`src/rtl/qsn_shift_ctrl_85b.sv`:
```
`default_nettype none
// ============================================================================
// Module   : qsn_shift_ctrl_85b
// Brief    : Converts per-column circulant shift factors into QSN
//            left/right/merge selects and paces one layer of columns.
// Revision : 1.0 - initial release
// ============================================================================
module qsn_shift_ctrl_85b #(
    parameter int Z       = 85,
    parameter int COL_NUM = 20,
    parameter int CNT_W   = 5,
    parameter int QSN_LAT = 1
) (
    input  logic             sys_clk,
    input  logic             rst,
    input  logic             start,
    input  logic             inv_mode,
    input  logic [6:0]       shift_in,
    input  logic             shift_valid,
    output logic             shift_ready,
    output logic [6:0]       left_sel,
    output logic [6:0]       right_sel,
    output logic [Z-2:0]     merge_sel,
    output logic             sel_valid,
    output logic [CNT_W-1:0] col_idx,
    output logic             sw_out_valid,
    output logic             layer_done,
    output logic             shift_err
);

    localparam logic [1:0] S_IDLE  = 2'd0;
    localparam logic [1:0] S_RUN   = 2'd1;
    localparam logic [1:0] S_DRAIN = 2'd2;

    localparam logic [6:0]       C_Z        = 7'(Z);
    localparam logic [CNT_W-1:0] C_LAST_COL = CNT_W'(COL_NUM - 1);
    localparam logic [CNT_W-1:0] C_CNT_ONE  = CNT_W'(1);

    logic [1:0]         r_state;
    logic               r_inv;
    logic [CNT_W-1:0]   r_cnt;
    logic               r_ready;
    logic [6:0]         r_left;
    logic [6:0]         r_right;
    logic [Z-2:0]       r_merge;
    logic               r_sel_valid;
    logic               r_sel_last;
    logic [CNT_W-1:0]   r_col_idx;
    logic [QSN_LAT-1:0] r_vld_pipe;
    logic [QSN_LAT-1:0] r_last_pipe;
    logic               r_err;

    logic               w_accept;
    logic               w_last_col;
    logic               w_bad;
    logic               w_layer_end;
    logic [6:0]         w_s;
    logic [6:0]         w_e;
    logic [6:0]         w_comp;
    logic [Z-2:0]       w_merge;

    assign w_accept    = (r_state == S_RUN) && shift_valid;
    assign w_last_col  = (r_cnt == C_LAST_COL);
    assign w_bad       = (shift_in >= C_Z);
    assign w_s         = w_bad ? 7'd0 : shift_in;
    // Undoing a rotation by s is a forward rotation by Z-s; s=0 stays 0.
    assign w_e         = (r_inv && (w_s != 7'd0)) ? (C_Z - w_s) : w_s;
    assign w_comp      = (w_e == 7'd0) ? 7'd0 : (C_Z - w_e);
    assign w_layer_end = r_last_pipe[QSN_LAT-1];

    // Lanes below Z-e come from the left network, the rest from the right.
    always_comb begin
        w_merge = '0;
        for (int k = 0; k < Z - 1; k++) begin
            w_merge[k] = (k < int'(w_comp));
        end
    end

    always_ff @(posedge sys_clk) begin
        if (rst) begin
            r_state     <= S_IDLE;
            r_inv       <= 1'b0;
            r_cnt       <= '0;
            r_ready     <= 1'b0;
            r_left      <= '0;
            r_right     <= '0;
            r_merge     <= '0;
            r_sel_valid <= 1'b0;
            r_sel_last  <= 1'b0;
            r_col_idx   <= '0;
            r_vld_pipe  <= '0;
            r_last_pipe <= '0;
            r_err       <= 1'b0;
        end else begin
            r_sel_valid    <= w_accept;
            r_sel_last     <= w_accept && w_last_col;
            r_vld_pipe[0]  <= r_sel_valid;
            r_last_pipe[0] <= r_sel_last;
            for (int i = QSN_LAT - 1; i > 0; i--) begin
                r_vld_pipe[i]  <= r_vld_pipe[i-1];
                r_last_pipe[i] <= r_last_pipe[i-1];
            end

            if (w_accept) begin
                r_left    <= w_e;
                r_right   <= w_comp;
                r_merge   <= w_merge;
                r_col_idx <= r_cnt;
                if (w_bad) begin
                    r_err <= 1'b1;
                end
            end

            case (r_state)
                S_IDLE: begin
                    if (start) begin
                        r_inv   <= inv_mode;
                        r_cnt   <= '0;
                        r_ready <= 1'b1;
                        r_state <= S_RUN;
                    end
                end
                S_RUN: begin
                    if (w_accept) begin
                        if (w_last_col) begin
                            r_ready <= 1'b0;
                            r_state <= S_DRAIN;
                        end else begin
                            r_cnt <= r_cnt + C_CNT_ONE;
                        end
                    end
                end
                S_DRAIN: begin
                    if (w_layer_end) begin
                        r_state <= S_IDLE;
                    end
                end
                default: begin
                    r_ready <= 1'b0;
                    r_state <= S_IDLE;
                end
            endcase
        end
    end

    assign shift_ready  = r_ready;
    assign left_sel     = r_left;
    assign right_sel    = r_right;
    assign merge_sel    = r_merge;
    assign sel_valid    = r_sel_valid;
    assign col_idx      = r_col_idx;
    assign sw_out_valid = r_vld_pipe[QSN_LAT-1];
    assign layer_done   = w_layer_end;
    assign shift_err    = r_err;

endmodule
`default_nettype wire
```
`config.mk`:
```
export PLATFORM = sky130hd
export DESIGN_NAME = qsn_shift_ctrl_85b
export DESIGN_NICKNAME = d
export VERILOG_FILES = /design/src/rtl/qsn_shift_ctrl_85b.sv
export SDC_FILE = /design/constraint.sdc
export NUM_CORES = 1
export LEC_CHECK = 0
export CAP_MARGIN = 5
export CORE_MARGIN = 1
export CORE_UTILIZATION = 50
export DETAILED_ROUTE_END_ITERATION = 10
export PLACE_DENSITY = 0.85
export SYNTH_ARGS = -nofsm -noshare
export SYNTH_HDL_FRONTEND = slang
export SYNTH_SLANG_ARGS = --single-unit
```
`constraint.sdc`:
```
create_clock -name sys_clk -period 10.2 [get_ports sys_clk]
set_input_delay 1.02 -clock sys_clk [delete_from_list [all_inputs] [get_ports sys_clk]]
set_output_delay 1.02 -clock sys_clk [all_outputs]
set_load 0.02 [all_outputs]
```
# After elaboration in Yosys (flattened, before gate mapping)
# Cells that the tools add are included.
[op_classes]
bitwise_logic = 1
addsub = 3
mux = 16
eq_ne = 8
order_cmp = 85
n_reduce_logical = 12
[ops]
columns = ["operator", "n"]
rows = [
  ["$lt 6x7->1 const A", 32],
  ["$lt 7x7->1 const A", 20],
  ["$lt 5x7->1 const A", 16],
  ["$lt 4x7->1 const A", 8],
  ["$lt 3x7->1 const A", 4],
  ["$mux 7", 3],
  ["$mux 5", 3],
  ["$lt 1x7->1 const A", 2],
  ["$lt 2x7->1 const A", 2],
  ["$sub 7x7->7 const A", 2],
  ["$reduce_and 4->1", 3],
  ["$ne 2x2->1 const B", 5],
  ["$pmux 5 s2", 1],
  ["$mux 2", 4],
  ["$ge 7x7->1 const B", 1],
  ["$logic_not 7->1", 1],
  ["$reduce_bool 7->1", 1],
  ["$pmux 2 s3", 1],
  ["$add 5x1->5 const B", 1],
  ["$eq 5x5->1 const B", 1],
  ["$reduce_and 2->1", 2],
  ["$logic_and 1x1->1", 3],
  ["$mux 1", 3],
  ["$pmux 1 s3", 1],
  ["5 further kinds", 5],
]
[totals]
inputBits = 12
ff_bits = 117
word_cells = 138
out_inout_bits = 108

# Longest topological paths before layout
[logic_depth]
ltp_word = 8
depth_mapped = 18
ltp_nobuf = 16

# Least setup slack after synthesis
# Ideal clock, no wire load.
[synth_path]
kind = "input to register"
startpoint = "in shift_in[5]"
endpoint = "reg r_merge[20], in the netlist merge_sel[20]"
path_buffers = 2
required_time_ns = 10.083
t_arrival_ns = 4.449
setup_time_ns = 0.117
cell_stages = 17
path_slack_ns = 5.634
cell_sequence = "clkbuf_1 > or2_2 > nand2_1 > a21oi_1 > nor2b_1 > ha_1 > nand2_1 > o21ai_0 > nor3_1 > ha_1 > clkbuf_1 > o21a_1 > o211ai_1 > o22a_1 > o21ai_2 > nor2_1 > a22o_1"
[synth_between]
elab_chain_len = 8
word_cells_on_any_way = 10
classes_between = "add/sub (2); order compare (2); mux (3); reduce/logical (3)"
[synth_rtl]
columns = ["item", "line", "rtl"]
rows = [
  ["from (decl)", "18", "input logic [6:0] shift_in,"],
  ["$ge 7x7->1", "64", "assign w_bad = (shift_in >= C_Z);"],
  ["$mux 7 *", "65", "assign w_s = w_bad ? 7'd0 : shift_in;"],
  ["parallel branches: the longest is 2 deep, another holds $sub 7x7->7", "-", ""],
  ["$mux 7 *", "67", "assign w_e = (r_inv && (w_s != 7'd0)) ? (C_Z - w_s) : w_s;"],
  ["via w_e[2]", "58", "logic [6:0] w_e;"],
  ["$sub 7x7->7 / $logic_not 7->1 (equally long branches)", "68", "assign w_comp = (w_e == 7'd0) ? 7'd0 : (C_Z - w_e);"],
  ["$mux 7 *", "68", ""],
  ["$lt 5x7->1 *", "75", "w_merge[k] = (k < int'(w_comp));"],
  ["to (signal assigned)", "107", "r_merge <= w_merge;"],
  ["to (decl)", "45", "logic [Z-2:0] r_merge;"],
]
# Mark *: on every way through the listed nets, which the timed path passes.
# A chain may end at the register's enable or synchronous reset.

# Final worst setup path
[layout_path]
startpoint = "in shift_in[6]"
endpoint = "reg r_merge[60], in the netlist merge_sel[60]"
[layout_between]
elab_chain_len = 8
word_cells_on_any_way = 10
classes_between = "add/sub (2); order compare (2); mux (3); reduce/logical (3)"
[layout_rtl]
columns = ["item", "line"]
rows = [
  ["$ge 7x7->1", "64"],
  ["$mux 7 *", "65"],
  ["parallel branches: the longest is 2 deep, another holds $sub 7x7->7", "-"],
  ["$mux 7 *", "67"],
  ["via w_e[1]", "58"],
  ["$sub 7x7->7 / $logic_not 7->1 (equally long branches)", "68"],
  ["$mux 7 *", "68"],
  ["$lt 6x7->1 *", "75"],
]
# Marks and branches as above.

==> metrics.yaml <==
worst_hold_path_type: "reg2reg"
ys.flop_type: "dfxtp_1"
ant_nets: 0
netlist_instances: 631
seq_area_frac_synth: 0.443
die_area_um2: 10900
firstDrtPassIters: 6
clk_latency_ps: 520
synthArstFlopShare: 0
crit_type: "in2reg"
rsz0062_at_grt: "false"
htreeDepth: 4
routedWlPerCell_um: 19.0
synthesis.nets: 648
routabilityCongestion: 0.872
cap_violations: 0
grt_max_degree: 82
power_density_nw_per_um2: 195
cts_resized: 0
fin_crit_sh: 0.563
slew_violations: 0
chipHeight_um: 104
synth_edf_count: 0
reg2reg_slack_ps: 6170
start_kind: "input port"
core_area_um2: 10200
syn_area_um2: 5240
synth.distinct_cells: 62
cts-root-buf: "clkbuf_8"
stdcell_area_um2: 7050
row_count: 37
die_w_um: 104
max_freq_ghz: 0.174
cp.required_ps: 10540
power_leakage_nw: 2.52
post_cts_buffers: 0
period_needed_ps: 5750
drc: 0
grt_pass1_vias: 5116
overflow: 0
skew_ps: 5.51
path_clk_slew_ps: 60
hold_buffers: 0
num-nets-final: 747
avgSynthCellArea_um2: 8.31
end_kind: "flop"
post-place-ws_ps: 4080
yosysWarnings: 0
fin_tns_setup_ps: 0
grtUsageTotal: 0.309
routed_wl_mm: 16.7
dpl.hpwl_mm: 11.3
arrival_ps: 6090
status: "finished clean"
crit_fanout: 16
slew_headroom: 0.292
max-clock-path-buffers: 2
grt_pass1_wl_mm: 26.6
layout-drive-gt1-share: 0.0861
vias_per_cell: 6.24
fin_ws_ps: 4450
cts_tree: "built"
area_growth_pct: 34.5
ios: 120
route.vias.total: 5482
numCtsBuffers: 17
setup_violations: 0
placed_area_um2: 6450
synth-seq-cells: 116
cts_num_sinks: 116
tightest_slew_ps: 1050
port_buffers: 119
vdd_drop_max_v: 0.000111
fin_util: 0.689
antenna_found_initial: 0
hold_viol_final: 0
antenna_cells: 0
drt-initial-drc-count: 500
start_util: 0.512
==> flip-flops by register name (all words and copies together) (netlist names) <==
signal / flops
col_idx: 5
layer_done: 1
left_sel: 7
merge_sel: 84
r_cnt: 5
r_inv: 1
r_sel_last: 1
r_state: 2
right_sel: 6
sel_valid: 1
shift_err: 1
shift_ready: 1
sw_out_valid: 1
==> cell type report <==
class	count	area [um2]
clock buffers	18	418
repair buffers	125	1230
inverters	9	33.8
fillers	766	3180
clock inverters	14	175
flip-flops and latches	116	2320
well taps	136	170
multi-input cells	461	2700
==> worst paths after layout <==
check                                            from                    endpoint  depth (start not counted)
worst min register to register  r_sel_last$_SDFF_PP0_       layer_done$_SDFF_PP0_                          1
worst max register to register     r_inv$_SDFFE_PP0P_  merge_sel[60]$_SDFFE_PP0P_                          9
worst max-delay path                      shift_in[6]  merge_sel[60]$_SDFFE_PP0P_                         15
worst min-delay path            r_sel_last$_SDFF_PP0_       layer_done$_SDFF_PP0_                          1
==> synth_stat cells, types with 8 or more instances <==
| library cell | instances | area (um2) |
|---|---|---|
| a211oi_1 | 9 | 67.6 |
| a21oi_1 | 69 | 345 |
| a221oi_1 | 8 | 70.1 |
| a22o_1 | 29 | 254 |
| a22oi_1 | 12 | 90.1 |
| a31oi_1 | 13 | 81.3 |
| clkbuf_1 | 31 | 116 |
| dfxtp_1 | 116 | 2320 |
| inv_1 | 9 | 33.8 |
| nand2_1 | 97 | 364 |
| nand3_1 | 27 | 135 |
| nand4_1 | 10 | 62.6 |
| nor2_1 | 55 | 206 |
| nor2b_1 | 8 | 50.1 |
| nor3_1 | 17 | 85.1 |
| o21ai_0 | 15 | 75.1 |
| o21ai_1 | 9 | 45.0 |
==> routing by layer <==
| layer | GRT usage | vias to the layer above | part of all wire |
|---|---|---|---|
| met4 | 0.149 | 0 | 0.028 |
| li1 | - | 2508 | - |
| met5 | 0 | - | 0 |
| met1 | 0.391 | 2560 | 0.41 |
| met2 | 0.481 | 359 | 0.46 |
| met3 | 0.0909 | 55 | 0.099 |
==> through the flow <==
step	hold WS (ps)	power [mW]	cells
finish	447	1.37	879
global route	464	1.42	879
CTS	447	1.37	879
detailed placement	438	0.774	847
global placement	426	0.768	847
floorplan	414	0.670	631
==> logic make-up after synthesis <==
kind of cell | after synthesis | share of synthesized area
compound gates | 211 | 0.284
xor+xnor | 5 | 0.00836
fa+ha+maj | 5 | 0.0119
buf+inv | 54 | 0.0432
flops | 116 | 0.443
mux | 2 | 0.00406
simple gates | 238 | 0.205
==> cell usage in the layout, fill, tap and decap left out, types with 4 or more instances in the layout <==
master / n
nand3_1: 27
o211ai_1: 4
a211oi_1: 9
o21ai_0: 15
ha_1: 5
a22o_1: 29
nor2b_1: 8
clkdlybuf4s50_1: 118
a221oi_2: 6
a21o_1: 4
a21oi_1: 69
clkbuf_16: 16
inv_1: 9
nand2_1: 96
o31ai_1: 4
a22oi_1: 12
nand4_1: 10
buf_4: 6
a221oi_1: 8
dfxtp_1: 116
a31oi_1: 13
nor3_1: 17
inv_6: 4
o21ai_1: 9
nor2_1: 54
or2_2: 4
nand2b_1: 4
==> critical path, stage by stage <==
cell	delay (ps)
clkdlybuf4s50_1	760
o211ai_1	160
nand3_1	370
inv_1	230
ha_1	350
nand2_1	70
o21ai_0	190
nor3_1	630
ha_1	570
inv_1	180
nand2_1	110
a32oi_1	160
a22oi_2	620
o21bai_1	420
a221oi_1	230
==> power breakdown <==
group | total [mW] | leakage (nW) | internal [mW] | switching (mW)
combinational | 0.269 | 1.29 | 0.0994 | 0.170
clock | 0.600 | 0.283 | 0.375 | 0.225
sequential | 0.503 | 0.946 | 0.482 | 0.0202
No activity file was read; power rests on OpenSTA's default activity.
